`src/rtl/muldiv_unit.sv`:
```
// rtl/muldiv_unit.sv - multi-cycle HI/LO multiply/divide unit; option macro MULDIV_DIVZERO_FAST_EN
module muldiv_unit #(
    parameter int XLEN = 32
) (
    input  logic            clk,
    input  logic            rst,
    input  logic            start,
    input  logic [3:0]      control,
    input  logic [XLEN-1:0] in1,
    input  logic [XLEN-1:0] in2,
    output logic            busy,
    output logic            done,
    output logic [XLEN-1:0] out1,
    output logic [XLEN-1:0] out2,
    output logic            o,
    output logic            z
);
    localparam int CW = $clog2(XLEN) + 1;

    typedef enum logic [1:0] {IDLE, RUN, FIX} state_t;

    state_t            state;
    logic [CW-1:0]     cnt;
    logic              op_div, neg_q, neg_r, div0, ovf;
    logic [XLEN-1:0]   opd, a_raw;
    logic [2*XLEN-1:0] acc, acc_next, prod;
    logic [XLEN-1:0]   mag1, mag2, quo, rem, res_lo, res_hi;
    logic [XLEN:0]     mul_sum, div_shift, div_diff;
    logic              res_o;

    always_comb begin
        mag1 = (control[1] && in1[XLEN-1]) ? -in1 : in1;
        mag2 = (control[1] && in2[XLEN-1]) ? -in2 : in2;
    end

    // acc holds {partial product, multiplier} for mul and {remainder, dividend/quotient} for div
    always_comb begin
        mul_sum   = {1'b0, acc[2*XLEN-1:XLEN]} + (acc[0] ? {1'b0, opd} : {(XLEN+1){1'b0}});
        div_shift = {acc[2*XLEN-1:XLEN], acc[XLEN-1]};
        div_diff  = div_shift - {1'b0, opd};
        if (!op_div)
            acc_next = {mul_sum, acc[XLEN-1:1]};
        else if (div_diff[XLEN])
            acc_next = {div_shift[XLEN-1:0], acc[XLEN-2:0], 1'b0};
        else
            acc_next = {div_diff[XLEN-1:0], acc[XLEN-2:0], 1'b1};
    end

    always_comb begin
        prod = neg_q ? -acc : acc;
        quo  = neg_q ? -acc[XLEN-1:0] : acc[XLEN-1:0];
        rem  = neg_r ? -acc[2*XLEN-1:XLEN] : acc[2*XLEN-1:XLEN];
        if (!op_div) begin
            res_lo = prod[XLEN-1:0];
            res_hi = prod[2*XLEN-1:XLEN];
            res_o  = 1'b0;
        end else if (div0) begin
            res_lo = '1;
            res_hi = a_raw;
            res_o  = 1'b1;
        end else begin
            res_lo = quo;
            res_hi = rem;
            res_o  = ovf;
        end
    end

    always_ff @(posedge clk) begin
        if (rst) begin
            state  <= IDLE;
            cnt    <= '0;
            busy   <= 1'b0;
            done   <= 1'b0;
            out1   <= '0;
            out2   <= '0;
            o      <= 1'b0;
            z      <= 1'b0;
            op_div <= 1'b0;
            neg_q  <= 1'b0;
            neg_r  <= 1'b0;
            div0   <= 1'b0;
            ovf    <= 1'b0;
            opd    <= '0;
            a_raw  <= '0;
            acc    <= '0;
        end else begin
            done <= 1'b0;
            case (state)
                IDLE: begin
                    if (start && control[3:2] == 2'b11) begin
                        busy   <= 1'b1;
                        cnt    <= '0;
                        op_div <= control[0];
                        neg_q  <= control[1] & (in1[XLEN-1] ^ in2[XLEN-1]);
                        neg_r  <= control[1] & control[0] & in1[XLEN-1];
                        div0   <= control[0] && (in2 == '0);
                        ovf    <= control[1] && control[0] && (in1 == {1'b1, {(XLEN-1){1'b0}}})
                                  && (in2 == '1);
                        opd    <= control[0] ? mag2 : mag1;
                        acc    <= {{XLEN{1'b0}}, (control[0] ? mag1 : mag2)};
                        a_raw  <= in1;
                        state  <= RUN;
`ifdef MULDIV_DIVZERO_FAST_EN
                        if (control[0] && in2 == '0)
                            state <= FIX;
`endif
                    end
                end
                RUN: begin
                    acc <= acc_next;
                    if (cnt == CW'(XLEN-1))
                        state <= FIX;
                    else
                        cnt <= cnt + 1'b1;
                end
                FIX: begin
                    out1  <= res_lo;
                    out2  <= res_hi;
                    o     <= res_o;
                    z     <= (res_lo == '0) && (res_hi == '0);
                    done  <= 1'b1;
                    busy  <= 1'b0;
                    state <= IDLE;
                end
                default: state <= IDLE;
            endcase
        end
    end
endmodule
```
`config.mk`:
```
export PLATFORM = sky130hd
export DESIGN_NAME = muldiv_unit
export DESIGN_NICKNAME = d
export VERILOG_FILES = /design/src/rtl/muldiv_unit.sv
export SDC_FILE = /design/constraint.sdc
export NUM_CORES = 1
export LEC_CHECK = 0
export CORE_MARGIN = 2
export CORE_UTILIZATION = 55
export CTS_CLUSTER_DIAMETER = 60
export CTS_CLUSTER_SIZE = 12
export DETAILED_ROUTE_END_ITERATION = 7
export GPL_ROUTABILITY_DRIVEN = 0
export PLACE_DENSITY_LB_ADDON = 0.08
export SLEW_MARGIN = 20
export SYNTH_ARGS = -nofsm -noshare
export SYNTH_HDL_FRONTEND = slang
export SYNTH_SLANG_ARGS = --single-unit
export TNS_END_PERCENT = 20
```
`constraint.sdc`:
```
create_clock -name clk -period 4.9 [get_ports clk]
set_input_delay 0.98 -clock clk [delete_from_list [all_inputs] [get_ports clk]]
set_output_delay 0.98 -clock clk [all_outputs]
set_load 0.05 [all_outputs]
```
==> results.json, run 1 <==
{
  "skew_ns": 0.01044,
  "synth_mux_area_share_pct": 4.823,
  "syn_area_per_cell_um2": 7.351,
  "hold_violations": 0,
  "wire_per_inst_um": 22.01,
  "reg2reg_depth": 14,
  "cts_hold_buffers": 0,
  "yosysUniqueCellTypes": 78,
  "p_leak_nw": 7.044,
  "grt_max_degree": 166,
  "viasPerCell": 6.593,
  "post_cts_buffers": 0,
  "cap_violations": 0,
  "setup_viol": 0,
  "slowest_delay_ns": 0.59,
  "arrival_ns": 4.51,
  "synth_top_family_by_area": "compound AO/OA/AOI/OAI gates",
  "post_cts_resized": 0,
  "r2r_end": "acc[60]$_SDFFE_PP0P_",
  "rsz0062_at_grt": "false",
  "period_share_pct": 83.36,
  "drc": 0,
  "area_delta_synth_final_pct": 12.96,
  "placed_area_um2": 18320,
  "synth_seq_area_share_pct": 24.74,
  "syn_nets": 2444,
  "nFillCells": 2858,
  "yosys.area_share.simple_pct": 23.29,
  "synth_xor_area_share_pct": 9.424,
  "critPathSlowestCell": "a2111oi_0",
  "worst_setup_path_start_kind": "flip-flop",
  "cp-end-kind": "flip-flop",
  "synth_commonest_cells": "nand2_1, nor2_1, dfxtp_1",
  "cts_num_sinks": 209,
  "synth_compound_area_share_pct": 25.94,
  "clockBufferDepth": 3,
  "track_usage_pct": 36.40,
  "ys_top_cells_by_area": "dfxtp_1, nand2_1, a21oi_1, xnor2_1, nor2_1",
  "holdPathStages": 2,
  "clk_pin_slew_ns": 0.06,
  "tns_ns": 0,
  "ir_worst_vdd_v": 0.0003228,
  "async_flop_share_pct": 0,
  "synth_cells": 2301,
  "finalWirelength_um": 60200,
  "drt_iter0_markers": 2098,
  "io_buffers": 138,
  "tritoncts": "built",
  "hpwl_um": 45060,
  "grt_pass1_vias": 15851,
  "insertion_delay_ns": 0.54,
  "antenna_found_initial": 0,
  "cp_cell_sequence": "inv_1 -> nor2_1 -> ha_1 -> a21oi_1 -> o211ai_1 -> a2111oi_0 -> nor3_1 -> o41ai_1 -> buf_4 -> a31oi_1 -> a2111oi_0 -> a21oi_1 -> o2111ai_1 -> nand2_1",
  "ys_seq_elements": 209,
  "drv_slew": 0,
  "yosysWarningCount": 0,
  "outcome": "complete, no violations",
  "dieArea_um2": 32170,
  "start_util_pct": 55.58,
  "yosysTopAreaCellShare_pct": 24.74,
  "regToRegStartpoint": "acc[0]$_SDFFE_PP0P_",
  "dieHeight_um": 179.4,
  "cts.htree.levels": 1,
  "ioPinCount": 139,
  "drive_gt1_share_pct": 5.259,
  "hold_start": "a_raw[18]$_SDFFE_PP0P_",
  "clockRootBuffer": "clkbuf_16",
  "grt_pass1_wl_um": 91090,
  "dieWidth_um": 179.4,
  "worst_pin_slew_ns": 1.019,
  "nets": 2470,
  "worstHoldEndpoint": "a_raw[18]$_SDFFE_PP0P_",
  "netlist_area_um2": 16910,
  "path_class": "reg2reg",
  "cts_buffers": 25,
  "final_cell_area_um2": 19110,
  "synth_top_area_cell": "dfxtp_1",
  "worst-r2r-setup-slack_ns": 0.82,
  "slew-limit-headroom_pct": 31.92,
  "synth_flop_cell": "dfxtp_1",
  "core_area_um2": 30430,
  "num_vias": 18032,
  "ant_nets": 0,
  "required_ns": 5.33,
  "path_max_fanout": 12,
  "p_per_area_nw_per_um2": 252.1,
  "synth_edf_count": 0,
  "first_pass_iters": 8,
  "rows": 64,
  "fmaxAchievable_mhz": 244.8,
  "synthAdderAreaFrac_pct": 5.415,
  "yosysMostFrequentCell": "nand2_1",
  "period_needed_ns": 4.085,
  "diodes": 0,
  "grt_overflow_total": 0,
  "hold_class": "reg2reg"
}
==> per-stage QoR <==
step                      instances  power (mW)  util (%)  setup WS, ns  hold WS [ns]
after floorplan                2301       2.615         -         1.263        0.4156
after global placement         2696       2.953     60.20        0.5898        0.4429
after detailed placement       2696       2.972     60.20        0.5210        0.4466
after CTS                      2735       4.796     62.79        0.8644        0.4538
after global routing           2735       4.985     62.79        0.5433        0.4784
final                          2735       4.817     62.79        0.8153        0.4511
==> critical path, delay by kind of cell (launching register included) <==
family | cells | cell delay, ns
AO/OA/AOI/OAI | 8 | 2.39
adder cells (fa/ha/maj) | 1 | 0.36
buffers and inverters | 2 | 0.53
flip-flops | 1 | 0.31
AND/OR/NAND/NOR | 3 | 0.36
==> cell type report <==
class	instances	area [µm²]	area share (%)
tap	396	495.5	2.593
clock inverter	9	123.9	0.6483
multi-input combinational	1850	11680	61.14
inverter	65	244.0	1.277
timing repair buffer	176	1709	8.946
clock buffer	30	664.4	3.477
sequential	209	4188	21.92
==> routing by layer <==
metal  up-vias  GRT usage, %  part of all wire, %
li1       8375             -                    -
met1      8397         51.76                   42
met2      1110         53.69                   41
met3       150         7.173                   12
met4         0         14.89                  4.6
met5         -             0                    0
==> worst max path at each step <==
stage,start,end,slack (ns)
6_report,acc[0]$_SDFFE_PP0P_,acc[60]$_SDFFE_PP0P_,0.82
5_1_grt,acc[0]$_SDFFE_PP0P_,acc[60]$_SDFFE_PP0P_,0.54
4_1_cts,acc[0]$_SDFFE_PP0P_,acc[62]$_SDFFE_PP0P_,0.86
3_5_place_dp,in1[6],opd[29]$_SDFFE_PP0P_,0.52
3_3_place_gp,in1[6],opd[29]$_SDFFE_PP0P_,0.59
2_1_floorplan,in2[9],acc[28]$_SDFFE_PP0P_,1.26
==> registers in the layout, indices dropped and copies added, names as in the netlist <==
name,cells
a_raw,32
acc,64
busy,1
cnt,6
div0,1
done,1
neg_q,1
neg_r,1
o,1
op_div,1
opd,32
out1,32
out2,32
ovf,1
state,2
z,1
==> cells in the final DEF (no fill, tap or decap), types with 9 or more instances in the layout <==
cell type          n
a211oi_1          92
a21o_1            23
a21oi_1          208
a221oi_1          10
a22oi_1           14
a311oi_1          11
a31oi_1           23
and2_1             9
and3_1            18
buf_4             35
clkbuf_16         25
clkdlybuf4s50_1  136
dfxtp_1          208
ha_1              70
inv_1             64
mux2i_1           77
nand2_1          295
nand2b_1          12
nand3_1           39
nand4_1           32
nor2_1           241
nor2b_1           18
nor3_1            53
nor4_1            27
o211ai_1          28
o21a_1            16
o21ai_0          132
o221ai_1          19
o31ai_1           24
o41ai_1           20
or3_1             16
or4_1             12
xnor2_1          104
xor2_1            77
==> cells by family after synthesis <==
group           count (synthesis)
fa+ha+maj                      72
simple gates                  832
mux                            81
compound gates                683
flops                         209
xor+xnor                      182
buf+inv                       242
==> report_power, final <==
part | switching, mW | internal, mW | leakage, nW
sequential | 0.0827 | 1.74 | 1.69
combinational | 0.707 | 0.445 | 4.97
clock | 0.769 | 1.07 | 0.379
(Power assumes the default switching activity.)
==> run 2: changes to the inputs <==
==> constraint.sdc (replaced) <==
create_clock -name clk -period 4.1 [get_ports clk]
set_input_delay 0.82 -clock clk [delete_from_list [all_inputs] [get_ports clk]]
set_output_delay 0.82 -clock clk [all_outputs]
set_load 0.05 [all_outputs]
==> run 2 against run 1 <==
Die area did not move; sequential power grew 19%; clock skew barely moved; critical path type unchanged; largest power group is now registers.
==> results.json, run 2 (same netlist as run 1, synthesis figures left out) <==
{
  "grt_overflow_total": 0,
  "fmaxAchievable_mhz": 257.1,
  "skew_ns": 0.01033,
  "slew-limit-headroom_pct": 36.14,
  "worst_setup_path_start_kind": "flip-flop",
  "cts.htree.levels": 1,
  "p_total_mw": 5.648,
  "arrival_ns": 4.26,
  "top_register": "acc",
  "cts_num_sinks": 209,
  "cts_hold_buffers": 0,
  "largest_reg_flops": 64,
  "power_frac_comb_pct": 25.9,
  "diodes": 0,
  "hpwl_um": 45720,
  "rows": 64,
  "core_area_um2": 30430,
  "post_cts_resized": 0,
  "critPathSlowestCell": "a32oi_1",
  "drt_iter0_markers": 2338,
  "hold_slack_ns": 0.4537,
  "cap_violations": 0,
  "path_class": "reg2reg",
  "final_common_cell": "nand2_1",
  "viasPerCell": 6.516,
  "cts_buffers": 24,
  "io_buffers": 138,
  "required_ns": 4.47,
  "period_share_pct": 94.88,
  "area_delta_synth_final_pct": 15.17,
  "grt_pass1_wl_um": 91290,
  "hold_violations": 0,
  "drv_slew": 0,
  "pre_cts_slack_ns": 0.04785,
  "slowest_delay_ns": 0.48,
  "seqPwrFrac_pct": 38.4,
  "worst_pin_slew_ns": 0.9558,
  "wire_per_inst_um": 21.64,
  "grt_pass1_vias": 16322,
  "final_cell_mix": "nand2_1, nor2_1, a21oi_1, dfxtp_1, clkdlybuf4s50_1",
  "fin_ws_ns": 0.2097,
  "antenna_found_initial": 0,
  "path_max_fanout": 18,
  "first_pass_iters": 8,
  "grt_max_degree": 167,
  "nFillCells": 2778,
  "finalWirelength_um": 60330,
  "p_per_area_nw_per_um2": 289.9,
  "start_util_pct": 55.58,
  "cp_cell_sequence": "inv_1 -> ha_1 -> nand3_1 -> nor3_1 -> o2111ai_1 -> a32oi_1 -> a32oi_1 -> xnor2_2 -> buf_12 -> buf_4 -> nor2b_1 -> a31oi_1 -> o221ai_1",
  "clockBufferDepth": 3,
  "outcome": "complete, no violations",
  "dieHeight_um": 179.4,
  "ioPinCount": 139,
  "setup_viol": 0,
  "dieArea_um2": 32170,
  "ant_nets": 0,
  "power.switching_mw": 1.859,
  "ir_worst_vdd_v": 0.0003117,
  "rsz0062_at_grt": "false",
  "path_common_cell": "a32oi_1",
  "p_sw_share_pct": 32.92,
  "post_cts_buffers": 0,
  "drive_gt1_share_pct": 7.525,
  "nets": 2526,
  "tns_ns": 0,
  "hold_class": "reg2reg",
  "track_usage_pct": 36.29,
  "clockRootBuffer": "clkbuf_16",
  "p_int_mw": 3.789,
  "dieWidth_um": 179.4,
  "p_leak_nw": 7.308,
  "clk_pin_slew_ns": 0.06,
  "num_vias": 18168,
  "period_needed_ns": 3.890,
  "cp-end-kind": "flip-flop",
  "drc": 0,
  "finish.utilization_pct": 64.01,
  "tritoncts": "built",
  "clockPowerShare_pct": 35.7,
  "insertion_delay_ns": 0.54
}
[run 2: final cells by class]
class | count | area, µm² | area share, %
timing repair buffer | 233 | 2150 | 11.04
clock buffer | 28 | 646.9 | 3.321
tap | 396 | 495.5 | 2.544
sequential | 209 | 4188 | 21.50
multi-input combinational | 1850 | 11700 | 60.07
inverter | 65 | 244.0 | 1.253
clock inverter | 7 | 55.05 | 0.2826
[run 2: worst max-delay path: cells and delay by family (launching register included)]
family                   cells  cell delay, ns
AO/OA/AOI/OAI                5            1.35
buffers and inverters        3            0.59
XOR/XNOR                     1            0.21
flip-flops                   1            0.44
AND/OR/NAND/NOR              3            0.69
adder cells (fa/ha/maj)      1            0.40
[run 2: worst paths after layout]
| check | to | slack, ns | cells after the start | start |
|---|---|---|---|---|
| hold / removal | out2[17]$_SDFFE_PP0P_ | 0.45 | 2 | out2[17]$_SDFFE_PP0P_ |
| hold reg to reg | out2[17]$_SDFFE_PP0P_ | 0.45 | 2 | out2[17]$_SDFFE_PP0P_ |
| setup / recovery | acc[40]$_SDFFE_PP0P_ | 0.21 | 13 | opd[17]$_SDFFE_PP0P_ |
| setup reg to reg | acc[40]$_SDFFE_PP0P_ | 0.21 | 13 | opd[17]$_SDFFE_PP0P_ |
[run 2: per-stage QoR]
step           instance area, µm²  std cells
3_5_place_dp                18760       2753
2_1_floorplan               16910       2301
3_3_place_gp                18760       2753
6_report                    19480       2788
4_1_cts                     19460       2788
5_1_grt                     19480       2788
[run 2: layer usage]
layer  vias to the layer above  share of wire [%]  global-route usage, %
met2                      1013                 41                  53.74
met3                       186                 11                  7.722
met4                         0                5.6                  17.37
li1                       8475                  -                      -
met1                      8494                 42                  50.10
met5                         -                  0                      0
[run 2: power groups by stage]
stage,combinational (mW),clock [mW],sequential (mW)
after floorplan,0.969,0,2.16
after global placement,1.39,0,2.21
after detailed placement,1.41,0,2.21
after CTS,1.42,2.03,2.16
after global routing,1.57,2.10,2.17
final,1.46,2.02,2.17
